File: config.mk
export PLATFORM = sky130hd
export DESIGN_NAME = wb_write_arbiter_flat
export DESIGN_NICKNAME = d
export VERILOG_FILES = /design/src/rtl/wb_write_arbiter_if.sv /design/src/rtl/wb_write_arbiter.sv /design/src/flat_wrapper.sv
export SDC_FILE = /design/constraint.sdc
export NUM_CORES = 1
export LEC_CHECK = 0
export CAP_MARGIN = 40
export CORE_MARGIN = 3
export CORE_UTILIZATION = 40
export CTS_BUF_LIST = sky130_fd_sc_hd__clkbuf_2 sky130_fd_sc_hd__clkbuf_4 sky130_fd_sc_hd__clkbuf_8
export CTS_CLUSTER_DIAMETER = 50
export CTS_CLUSTER_SIZE = 40
export DETAILED_ROUTE_END_ITERATION = 10
export GPL_ROUTABILITY_DRIVEN = 0
export MAX_ROUTING_LAYER = met4
export PLACE_DENSITY = 0.7
export SYNTH_ARGS = -nofsm -noshare
export SYNTH_HDL_FRONTEND = slang
export SYNTH_SLANG_ARGS = --single-unit
File: constraint.sdc
create_clock -name Clk -period 3.3 [get_ports Clk]
set_input_delay 0.495 -clock Clk [delete_from_list [all_inputs] [get_ports Clk]]
set_output_delay 0.495 -clock Clk [all_outputs]
set_load 0.05 [all_outputs]
File: src/rtl/wb_write_arbiter_if.sv
// Long-latency result channel into the write arbiter.
// A result transfers on any rising edge where lu_valid && lu_ready are both high.
interface wb_write_arbiter_if;
    logic        lu_valid;
    logic        lu_ready;
    logic [4:0]  lu_reg;
    logic [31:0] lu_data;

    modport master (output lu_valid, output lu_reg, output lu_data, input lu_ready);
    modport slave  (input lu_valid, input lu_reg, input lu_data, output lu_ready);
endinterface

File: src/rtl/wb_write_arbiter.sv
// Single owner of the register-file write port: pipeline writeback always wins,
// buffered long-latency results drain into idle cycles, stale results are squashed.
module wb_write_arbiter #(
    parameter int DEPTH = 4,
    parameter int CW    = 3
) (
    input  logic                  Clk,
    input  logic                  Reset,
    input  logic                  MEM_WB_RegWrite,
    input  logic [4:0]            MEM_WB_WriteRegister,
    input  logic [31:0]           WB_WriteData,
    wb_write_arbiter_if.slave     lu,
    output logic                  RF_RegWrite,
    output logic [4:0]            RF_WriteRegister,
    output logic [31:0]           RF_WriteData,
    input  logic [4:0]            rs,
    input  logic [4:0]            rt,
    output logic                  rs_pending,
    output logic                  rt_pending,
    output logic [CW-1:0]         fifo_count
);
    localparam int AW = $clog2(DEPTH);

    logic [DEPTH-1:0]             valid_q, valid_d;
    logic [DEPTH-1:0][4:0]        reg_q, reg_d;
    logic [DEPTH-1:0][31:0]       data_q, data_d;
    logic [AW-1:0]                wr_ptr_q, wr_ptr_d;
    logic [AW-1:0]                rd_ptr_q, rd_ptr_d;
    logic [CW-1:0]                count_q, count_d;
    logic                         rf_we_q, rf_we_d;
    logic [4:0]                   rf_reg_q, rf_reg_d;
    logic [31:0]                  rf_data_q, rf_data_d;

    logic pw;
    logic push_store;
    logic head_present;
    logic head_valid;
    logic pop;
    logic issue;
    logic rs_hit;
    logic rt_hit;

    assign pw           = MEM_WB_RegWrite && (MEM_WB_WriteRegister != 5'd0);
    assign lu.lu_ready  = !Reset && (count_q < CW'(DEPTH));
    // Register-0 results are accepted for flow control but never stored.
    assign push_store   = lu.lu_valid && lu.lu_ready && (lu.lu_reg != 5'd0);
    assign head_present = (count_q != '0);
    assign head_valid   = head_present && valid_q[rd_ptr_q];
    // A squashed head leaves silently even under a pipeline write; only valid heads need the port.
    assign pop          = head_present && (!head_valid || !pw);
    assign issue        = head_valid && !pw;

    always_comb begin
        valid_d   = valid_q;
        reg_d     = reg_q;
        data_d    = data_q;
        wr_ptr_d  = wr_ptr_q;
        rd_ptr_d  = rd_ptr_q;
        count_d   = count_q;
        rf_we_d   = 1'b0;
        rf_reg_d  = rf_reg_q;
        rf_data_d = rf_data_q;

        if (pw) begin
            for (int i = 0; i < DEPTH; i++) begin
                if (valid_q[i] && (reg_q[i] == MEM_WB_WriteRegister)) begin
                    valid_d[i] = 1'b0;
                end
            end
            rf_we_d   = 1'b1;
            rf_reg_d  = MEM_WB_WriteRegister;
            rf_data_d = WB_WriteData;
        end else if (issue) begin
            rf_we_d   = 1'b1;
            rf_reg_d  = reg_q[rd_ptr_q];
            rf_data_d = data_q[rd_ptr_q];
        end

        if (pop) begin
            valid_d[rd_ptr_q] = 1'b0;
            rd_ptr_d          = rd_ptr_q + AW'(1);
        end

        // Applied after the squash so a same-cycle push is treated as younger.
        if (push_store) begin
            valid_d[wr_ptr_q] = 1'b1;
            reg_d[wr_ptr_q]   = lu.lu_reg;
            data_d[wr_ptr_q]  = lu.lu_data;
            wr_ptr_d          = wr_ptr_q + AW'(1);
        end

        if (push_store && !pop) begin
            count_d = count_q + CW'(1);
        end else if (!push_store && pop) begin
            count_d = count_q - CW'(1);
        end
    end

    always_ff @(posedge Clk) begin
        if (Reset) begin
            valid_q   <= '0;
            reg_q     <= '0;
            data_q    <= '0;
            wr_ptr_q  <= '0;
            rd_ptr_q  <= '0;
            count_q   <= '0;
            rf_we_q   <= 1'b0;
            rf_reg_q  <= '0;
            rf_data_q <= '0;
        end else begin
            valid_q   <= valid_d;
            reg_q     <= reg_d;
            data_q    <= data_d;
            wr_ptr_q  <= wr_ptr_d;
            rd_ptr_q  <= rd_ptr_d;
            count_q   <= count_d;
            rf_we_q   <= rf_we_d;
            rf_reg_q  <= rf_reg_d;
            rf_data_q <= rf_data_d;
        end
    end

    // Pending covers buffered results plus the write currently on the RF port.
    always_comb begin
        rs_hit = 1'b0;
        rt_hit = 1'b0;
        for (int i = 0; i < DEPTH; i++) begin
            if (valid_q[i] && (reg_q[i] == rs)) rs_hit = 1'b1;
            if (valid_q[i] && (reg_q[i] == rt)) rt_hit = 1'b1;
        end
    end

    assign rs_pending       = (rs != 5'd0) && (rs_hit || (rf_we_q && (rf_reg_q == rs)));
    assign rt_pending       = (rt != 5'd0) && (rt_hit || (rf_we_q && (rf_reg_q == rt)));
    assign RF_RegWrite      = rf_we_q;
    assign RF_WriteRegister = rf_reg_q;
    assign RF_WriteData     = rf_data_q;
    assign fifo_count       = count_q;
endmodule

File: src/flat_wrapper.sv
// flat-port wrapper written by rule: the top's interface ports become plain ports
module wb_write_arbiter_flat 
#(
    parameter int DEPTH = 4,
    parameter int CW    = 3
)
  (Clk, Reset, MEM_WB_RegWrite, MEM_WB_WriteRegister, WB_WriteData, RF_RegWrite, RF_WriteRegister, RF_WriteData, rs, rt, rs_pending, rt_pending, fifo_count, lu_lu_valid, lu_lu_reg, lu_lu_data, lu_lu_ready);
  wb_write_arbiter_if lu_i ();
  input  logic Clk;
  input  logic Reset;
  input  logic MEM_WB_RegWrite;
  input  logic [4:0] MEM_WB_WriteRegister;
  input  logic [31:0] WB_WriteData;
  output logic RF_RegWrite;
  output logic [4:0] RF_WriteRegister;
  output logic [31:0] RF_WriteData;
  input  logic [4:0] rs;
  input  logic [4:0] rt;
  output logic rs_pending;
  output logic rt_pending;
  output logic [CW-1:0] fifo_count;
  input wire logic [$bits(lu_i.lu_valid)-1:0] lu_lu_valid;
  input wire logic [$bits(lu_i.lu_reg)-1:0] lu_lu_reg;
  input wire logic [$bits(lu_i.lu_data)-1:0] lu_lu_data;
  output wire logic [$bits(lu_i.lu_ready)-1:0] lu_lu_ready;
  assign lu_i.lu_valid = lu_lu_valid;
  assign lu_i.lu_reg = lu_lu_reg;
  assign lu_i.lu_data = lu_lu_data;
  assign lu_lu_ready = lu_i.lu_ready;
  wb_write_arbiter #(.DEPTH(DEPTH), .CW(CW)) u_core (.Clk(Clk), .Reset(Reset), .MEM_WB_RegWrite(MEM_WB_RegWrite), .MEM_WB_WriteRegister(MEM_WB_WriteRegister), .WB_WriteData(WB_WriteData), .lu(lu_i), .RF_RegWrite(RF_RegWrite), .RF_WriteRegister(RF_WriteRegister), .RF_WriteData(RF_WriteData), .rs(rs), .rt(rt), .rs_pending(rs_pending), .rt_pending(rt_pending), .fifo_count(fifo_count));
endmodule
==> results.yml <==
run_status:
  status: "completed"
cts:
  cts.clk_slew.worst_paths_ns: 0.10
  cts-hold-fix-buffers: 0
  htreeDepth: 4
  clock_latency_ns: 0.47
  cts-resized-gates: 0
  cts_buffers: 17
  cts.sinks: 197
  cts_tree: "done"
  cts-root-buf: "clkbuf_8"
  cts_setup_buffers: 0
  cts_buffer_depth: 2
place:
  place_hpwl_um: 15400
  io_buffers: 131
setup_path:
  reg2regPathDepth: 9
  startpoint_type: "input pin"
  path_class: "input pin to output port"
  crit_fanout: 6
  critical_path_required_ns: 2.80
  arrival_ns: 2.31
  ff2ff_setup_slack_ns: 0.82
  end_kind: "output port"
min_path:
  hold_path.class: "register to register"
  hold_path_depth: 2
sta:
  min_period_over_period_pct: 84.9
  hold_viol: 0
  period_minus_slack_ns: 2.80
  clock.fmax_ghz: 0.357
  rsz0062_at_grt: "no"
  skew_ns: 0.0130
  max_slew_margin_pct: 31.5
  tightest_slew_ns: 1.03
  final.setup.tns_ns: 0
  finalMaxSlewViolations: 0
  setup_viol: 0
detailed_routing:
  dr_total_vias: 7551
  drtAntennaViolNets: 0
  dr.pass1.iters: 4
  post_drt_wl_per_cell_um: 17.0
  routed_via_density: 5.29
  dr.first_iter.drc_count: 620
  drt-total-wl_um: 24300
  drc_errors: 0
power_and_ir_drop:
  p_int_mw: 3.88
  p_seq_share_pct: 44.5
  p_leak_nw: 3.94
  power-per-cell-area_mw_per_mm2: 538
  switching_share_pct: 34.5
  max-vdd-ir-drop_v: 0.000407
  clkPwrFrac_pct: 26.2
  p_comb_share_pct: 29.3
  power.switching_mw: 2.05
  power_mw: 5.92
final_layout:
  area_growth_pct: 19.8
  fin_nets: 1233
  fin_util_pct: 49.6
  nFillCells: 2089
  seq_area_mm2: 0.00395
  multiInputGateArea_mm2: 0.00472
  drive_gt1_share_pct: 9.06
  diodes: 0
logic_synthesis:
  async_flop_share_pct: 0
  syn_nets: 1147
  synthTopCellsByArea: "dfxtp_1 (43%), nand2_1 (12%), mux4_2 (9.3%)"
  synth_area_mm2: 0.00920
  synth_common_cells: "nand2_1 (305), dfxtp_1 (197), a21oi_1 (155)"
  synth.distinct_cells: 32
  yosys.area.top_type: "dfxtp_1"
  syn_inst: 1049
  syn_avg_cell_area_um2: 8.77
  synth.most_common_cell: "nand2_1"
  yosys_most_used_dff: "dfxtp_1"
  yosysWarnings: 0
  yosysTopAreaCellShare_pct: 42.9
  ys_seq_area_share_pct: 42.9
  synth_edf_count: 0
  ys_ff_latch: 197
floorplan:
  boundaryPins: 132
  rows: 54
  dieWidth_um: 158
  die_h_um: 158
  dieArea_mm2: 0.0248
  initial_core_util_pct: 41.4
  core_mm2: 0.0222
global_routing:
  track_usage_pct: 20.2
  grt_overflow: 0
  grt_pass1_wl_um: 38500
  antenna_found_initial: 0
  grt_pass1_vias: 7216
  grt_start_max_net_pins: 199
job:
  max-cap-violations: 0
==> power groups by stage <==
stage               clock network, mW  registers [mW]  logic [mW]
global placement                    0            2.68        1.73
floorplan                           0            2.92       0.977
detailed placement                  0            2.69        1.75
finish                           1.55            2.64        1.74
global route                     1.69            2.65        1.90
CTS                              1.59            2.63        1.76
==> logic make-up (layout without fill, tap and decap cells) <==
kind of cell	count (synthesis)	in the layout	share of synthesized area, %
AO/OA/AOI/OAI	202	202	12.4
XOR/XNOR	74	74	7.05
adder cells (fa/ha/maj)	10	10	1.44
buffers and inverters	99	198	5.84
flip-flops	197	197	42.9
multiplexers	77	77	13.6
AND/OR/NAND/NOR	390	390	16.9
==> cell usage in the layout, fill, tap and decap left out, types with 5 or more instances in the layout <==
cell	synthesis	final
clkdlybuf4s50_1	0	128
dfxtp_1	197	195
a21oi_1	155	155
mux4_2	38	38
mux2i_1	39	39
nor2_1	44	44
buf_4	7	21
nor4_1	10	10
buf_12	2	6
ha_1	9	9
nand2_1	305	304
clkinv_4	0	5
xor2_1	54	54
xnor2_1	20	20
a211oi_1	36	36
clkbuf_8	0	18
inv_1	10	10
nand3_1	16	16
==> worst max-delay path: stages <==
cell	delay (ns)
clkdlybuf4s50_1	0.64
xor2_1	0.25
nor4_1	0.33
nand3_1	0.13
nand3_1	0.11
o22a_1	0.20
buf_12	0.14
==> layer usage <==
| metal | share of wire, % | vias to the layer above | GRT usage, % |
|---|---|---|---|
| met4 | 1.5 | 0 | 5.79 |
| met2 | 48 | 246 | 31.3 |
| met1 | 44 | 3567 | 27.0 |
| met5 | 0 | - | - |
| li1 | - | 3713 | - |
| met3 | 6.5 | 25 | 3.96 |
==> area by class of cell <==
class	instances	share of cell area (%)
well taps	280	3.18
multi-input cells	753	42.9
clock inverters	14	1.29
repair buffers	156	14.3
clock buffers	18	2.25
inverters	10	0.341
flip-flops and latches	197	35.8
==> stage by stage <==
| stage | hold slack, ns | instances | worst slack [ns] | instance area [µm²] |
|---|---|---|---|---|
| floorplan | 0.433 | 1049 | 0.273 | 9200 |
| global placement | 0.439 | 1396 | 0.317 | 10600 |
| detailed placement | 0.443 | 1396 | 0.296 | 10600 |
| CTS | 0.457 | 1428 | 0.524 | 11000 |
| global route | 0.478 | 1428 | 0.439 | 11000 |
| finish | 0.456 | 1428 | 0.498 | 11000 |
==> final timing paths <==
path | from | to
min | u_core.data_q[34] | u_core.data_q[34]
max reg2reg | u_core.valid_q[3] | u_core.fifo_count[2]
max | rt[0] | rt_pending
min reg2reg | u_core.data_q[34] | u_core.data_q[34]
==> sequential cells by signal, summed over array words and instances, names as in the netlist <==
signal and cells:
u_core.data_q 128, u_core.RF_WriteData 32, u_core.reg_q 20, u_core.RF_WriteRegister 5, u_core.valid_q 4, u_core.fifo_count 3
u_core.rd_ptr_q 2, u_core.wr_ptr_q 2, u_core.RF_RegWrite 1
Note: power is estimated with default switching activity, not from simulation.
